===== src/rtl/pattern_moore.sv =====
// Serial bit-pattern detector (Moore FSM); out is high while the last PAT_LEN bits equal PATTERN.
// Define PATTERNMOORE_OVERLAP_EN for overlapping detection; otherwise matches do not overlap.
module pattern_moore #(
  parameter int                 PAT_LEN = 4,
  parameter logic [PAT_LEN-1:0] PATTERN = 4'b1011
) (
  input  logic reset,
  input  logic clk,
  input  logic in,
  output logic out
);

  localparam int ST_W = $clog2(PAT_LEN + 1);

  typedef logic [ST_W-1:0] state_t;

  localparam state_t S0     = ST_W'(0);
  localparam state_t S_LAST = ST_W'(PAT_LEN);

  if ((PAT_LEN < 2) || (PAT_LEN > 16)) begin : g_bad_len
    $error("pattern_moore: PAT_LEN must be in 2..16");
  end

  // Longest proper prefix of PATTERN that is a suffix of (prefix_k, b).
  function automatic int calc_next(input int k, input logic b);
    int   res;
    int   m;
    logic ok;
    logic sbit;
    res = 0;
    for (int j = 1; j <= PAT_LEN; j++) begin
      if (j <= k + 1) begin
        ok = 1'b1;
        for (int i = 0; i < j; i++) begin
          m    = k + 1 - j + i;
          sbit = (m == k) ? b : PATTERN[PAT_LEN-1-m];
          if (sbit != PATTERN[PAT_LEN-1-i]) begin
            ok = 1'b0;
          end else begin
            ok = ok;
          end
        end
        if (ok) begin
          res = j;
        end else begin
          res = res;
        end
      end else begin
        res = res;
      end
    end
    return res;
  endfunction

  function automatic logic [PAT_LEN*ST_W-1:0] build_table(input logic b);
    logic [PAT_LEN*ST_W-1:0] t;
    t = '0;
    for (int k = 0; k < PAT_LEN; k++) begin
      t[k*ST_W +: ST_W] = ST_W'(calc_next(k, b));
    end
    return t;
  endfunction

  localparam logic [PAT_LEN*ST_W-1:0] NXT0 = build_table(1'b0);
  localparam logic [PAT_LEN*ST_W-1:0] NXT1 = build_table(1'b1);
  localparam state_t LAST0 = ST_W'(calc_next(PAT_LEN, 1'b0));
  localparam state_t LAST1 = ST_W'(calc_next(PAT_LEN, 1'b1));

  state_t state_q;
  state_t state_d;
  logic   out_q;

  // Next-state selection from the precomputed transition tables.
  always_comb begin
    state_d = S0;
    if (state_q < S_LAST) begin
      state_d = in ? NXT1[int'(state_q)*ST_W +: ST_W] : NXT0[int'(state_q)*ST_W +: ST_W];
    end else if (state_q == S_LAST) begin
`ifdef PATTERNMOORE_OVERLAP_EN
      state_d = in ? LAST1 : LAST0;
`else
      state_d = in ? NXT1[0 +: ST_W] : NXT0[0 +: ST_W];
`endif
    end else begin
      state_d = S0;
    end
  end

  // State and detect-flag registers; out_q mirrors (state_q == S_LAST).
  always_ff @(posedge clk) begin
    if (reset) begin
      state_q <= S0;
      out_q   <= 1'b0;
    end else begin
      state_q <= state_d;
      out_q   <= (state_d == S_LAST);
    end
  end

  assign out = out_q;

endmodule


===== config.mk =====
export PLATFORM = sky130hd
export DESIGN_NAME = pattern_moore
export DESIGN_NICKNAME = d
export VERILOG_FILES = /design/src/rtl/pattern_moore.sv
export SDC_FILE = /design/constraint.sdc
export NUM_CORES = 1
export LEC_CHECK = 0
export ABC_AREA = 1
export CAP_MARGIN = 20
export CORE_AREA = 2 2 39 41
export DETAILED_ROUTE_END_ITERATION = 7
export DIE_AREA = 0 0 41 43
export SKIP_CTS_REPAIR_TIMING = 1
export SYNTH_ARGS = -nofsm -noshare
export SYNTH_HDL_FRONTEND = slang
export SYNTH_SLANG_ARGS = --single-unit
export TNS_END_PERCENT = 100

===== constraint.sdc =====
create_clock -name clk -period 0.96 [get_ports clk]
set_input_delay 0.096 -clock clk [delete_from_list [all_inputs] [get_ports clk]]
set_output_delay 0.096 -clock clk [all_outputs]
set_load 0.01 [all_outputs]

; ---- Yosys cells after proc, flatten, opt, wreduce, memory -nomap -nowiden
; Index checks and enable logic that the tools add are counted.
; W data, S select, Z words.
[word_totals]
register_bits = 4
[classes]
shift = 2
magnitude_cmp = 1
mul = 1
n_mux = 4
n_eq_ne = 2
[ops]
columns = cell, n
row1 = $shiftx A12 B32 Y3 const A, 1
row2 = $shiftx A12 B6 Y3 const A, 1
row3 = $eq A3 B3 Y1 const B, 2
row4 = $mux W3, 2
row5 = $mul A3 B2 Y5 const B, 1
row6 = $lt A3 B3 Y1 const B, 1
row7 = $mux W1, 2

; ---- Longest topological paths before layout
[logic_depth]
depth_word = 5
depth_mapped = 7

; ---- Worst setup path before layout
; No wires, ideal clock.
[synth_path]
path_kind = register to register
start = register state_q[0]
end = register out_q (netlist: out)
path_stages_with_launch = 6
path_buffers = 0
slack_ns = 0.047
t_arrival_ns = 0.803
required_time_ns = 0.849
path_cell_list = dfxtp_1 -> ha_1 -> nand2_1 -> nand3_1 -> nand2_1 -> nor2_1
[synth_between]
elab_chain_cells = 5
elab_cells_between_ends = 9
[synth_rtl]
columns = item, line
row1 = "start, declared", 69  ; state_t state_q;
row2 = "start signal, assigned", 95  ; state_q <= state_d;
row3 = $mul A3 B2 Y5, 77  ; state_d = in ? NXT1[int'(state_q)*ST_W +: ST_W] : NXT0[int'(state_q)*ST_W +: ST_W];
row4 = $shiftx A12 B6 Y3 / $shiftx A12 B32 Y3 (equally long branches), 77
row5 = $mux W3, 77
row6 = $mux W3 *, 76  ; if (state_q < S_LAST) begin
row7 = $eq A3 B3 Y1 *, 96  ; out_q <= (state_d == S_LAST);
row8 = "end signal, assigned", 96
row9 = "end, declared", 71  ; logic out_q;
; Every way passes the cells marked *; elsewhere a longest branch is shown, timed or not.
; A chain may end at the register's enable or synchronous reset.

; ---- Worst setup path in the final report
; Same ends and word-level chain as after synthesis.

==> flow_metrics.env <==
export IMPL_outcome="complete, no violations"
export IMPL_whs_ns=0.338
export IMPL_synth_seq_area_share_pct=40.0
export IMPL_ant_nets=0
export IMPL_clk_pin_slew_worst_paths_ns=0.04
export IMPL_insertion_delay_ns=0.23
export IMPL_finalWeightedCongestion=0.704
export IMPL_syn_instance_count=27
export IMPL_synth_cell_types=8
export IMPL_rows=14
export IMPL_chipHeight_microns=43
export IMPL_placed_cell_area_sq_um=265
export IMPL_drtIter0Drc=4
export IMPL_final_area_sq_um=314
export IMPL_period_minus_slack_ns=0.919
export IMPL_coreArea_sq_um=1380
export IMPL_vias=175
export IMPL_r2r_end="out"
export IMPL_drv_cap=0
export IMPL_track_usage_pct=5.42
export IMPL_fp_dieArea_sq_um=1760
export IMPL_hold_depth=4
export IMPL_setup_viol=0
export IMPL_clockBufferDepth=2
export IMPL_slew_headroom_pct=90.8
export IMPL_critPathKind="reg2reg"
export IMPL_synth_fp_nets=33
export IMPL_cts_tree="yes"
export IMPL_synth_top_area_share_pct=40.0
export IMPL_clock_sinks=4
export IMPL_dieWidth_microns=41
export IMPL_start_util_pct=14.5
export IMPL_grt_max_degree=5
export IMPL_synth_area_sq_um=200
export IMPL_nets=43
export IMPL_fmax_mhz=1090
export IMPL_first_global_vias=178
export IMPL_portBuffers=3
export IMPL_grt_first_pass_wirelength_microns=621
export IMPL_ir_worst_vdd_mv=0.641
export IMPL_route_detailed_drc=0
export IMPL_worstSetupStartpointType="flip-flop"
export IMPL_layout_area_seq_sq_um=83.8
export IMPL_drt_first_pass_iters=2
export IMPL_hpwl_microns=260
export IMPL_dp_cells=48
export IMPL_antenna_found_initial=0
export IMPL_whs_endpoint="state_q[0]"
export IMPL_worstMarginPinSlew_ns=0.138
export IMPL_ios=4
export IMPL_pre_cts_slack_ns=-0.306
export IMPL_p_leak_nw=0.165
export IMPL_postSynthAreaPerCell_sq_um=7.41
export IMPL_wl_per_cell_microns=6.75
export IMPL_synth_area_top_cells="dfxtp_1 (40%), ha_1 (19%), nand2_1 (13%)"
export IMPL_grt_ovfl_total=0
export IMPL_crit_fanout=4
export IMPL_via_per_inst=3.43
export IMPL_htreeDepth=1
export IMPL_worstPathArrival_ns=1.08
export IMPL_p_per_area_nw_per_um2=1360
export IMPL_wl_microns=344
export IMPL_fin_setup_tns_ns=0
export IMPL_utilization_pct=22.7
export IMPL_fin_total_pwr_mw=0.427
export IMPL_fillCellCount=161
export IMPL_yosys_warnings=0
export IMPL_numCtsBuffers=3
export IMPL_cp_end_kind="flip-flop"
export IMPL_area_delta_synth_final_pct=56.9
export IMPL_hold_start="in"
export IMPL_synth_top_area_cell="dfxtp_1"
export IMPL_antennaDiodeCount=0
export IMPL_fin_ws_ns=0.0413
export IMPL_multiInputGateArea_sq_um=115
export IMPL_r2r_start="state_q[0]"
export IMPL_required_ns=1.12
export IMPL_skew_ns=0.00261
export IMPL_worst_r2r_setup_slack_ns=0.04
export IMPL_synth_seq_cells=4
export IMPL_fin_cells=51
export IMPL_hold_viol=0
export IMPL_maxSlewViolCount=0
export IMPL_min_path_type="in2reg"
export IMPL_period_share_pct=95.7
export IMPL_drive_gt1_share_pct=25.7
export IMPL_cts_root_buf="clkbuf_4"
export IMPL_rr_worst_depth=5
## Yosys cell counts (all sizes together)
cell type  instances
nand3              3
nand2              7
nor2               3
dfxtp              4
a21oi              1
inv                6
ha                 3
## kinds of logic after synthesis
kind of cell / count (synthesis) / share of synthesized area [%]
AO/OA/AOI/OAI: 1 / 2.50
buffers and inverters: 6 / 11.2
flip-flops: 4 / 40.0
adder cells (fa/ha/maj): 3 / 18.8
AND/OR/NAND/NOR: 13 / 27.5
## critical path, cell delays in order (launching register included)
cell	delay (ns)
dfxtp_4	0.35
ha_4	0.25
nand2_1	0.06
nand3_2	0.07
nand2_1	0.05
nor2_1	0.08
## cell type report
type	instances	share of cell area (%)
Clock buffer	3	7.17
Inverter	6	7.17
Multi-Input combinational cell	17	36.7
Sequential cell	4	26.7
Tap cell	16	6.37
Timing Repair Buffer	5	15.9
## placed cells by master (no fill, tap or decap), drive strengths merged
cell type,count
nand2,7
inv,6
dfxtp,4
clkbuf,3
nand3,3
nor2,3
ha,3
dlymetal6s2s,2
buf,2
a21oi,1
clkdlybuf4s50,1
## state kept, by name, indices dropped and copies added (netlist names)
register and flops:
state_q 3, out 1
## worst max-delay path by stage
stage | slack, ns | from | cells after the start | endpoint
6_report | 0.04 | state_q[0] | 5 | out
3_5_place_dp | -0.31 | in | 7 | out
5_1_grt | -0.003 | state_q[0] | 5 | out
3_3_place_gp | -0.32 | in | 7 | out
2_1_floorplan | 0.05 | state_q[0] | 5 | out
4_1_cts | -0.20 | out | 1 | out
## per-layer routing
layer | routed length [microns] | GRT usage, %
met1 | 157 | 5.79
met2 | 177 | 7.50
met3 | 9 | 4.71
met4 | 0 | 2.00
met5 | 0 | 0
## where the power goes
part / leakage, nW / total, mW / switching, mW / internal (mW)
combinational: 0.118 / 0.0499 / 0.0230 / 0.0269
sequential: 0.0332 / 0.180 / 0.00736 / 0.173
clock: 0.0138 / 0.197 / 0.0576 / 0.139
Power figures use the tool's default switching activity.
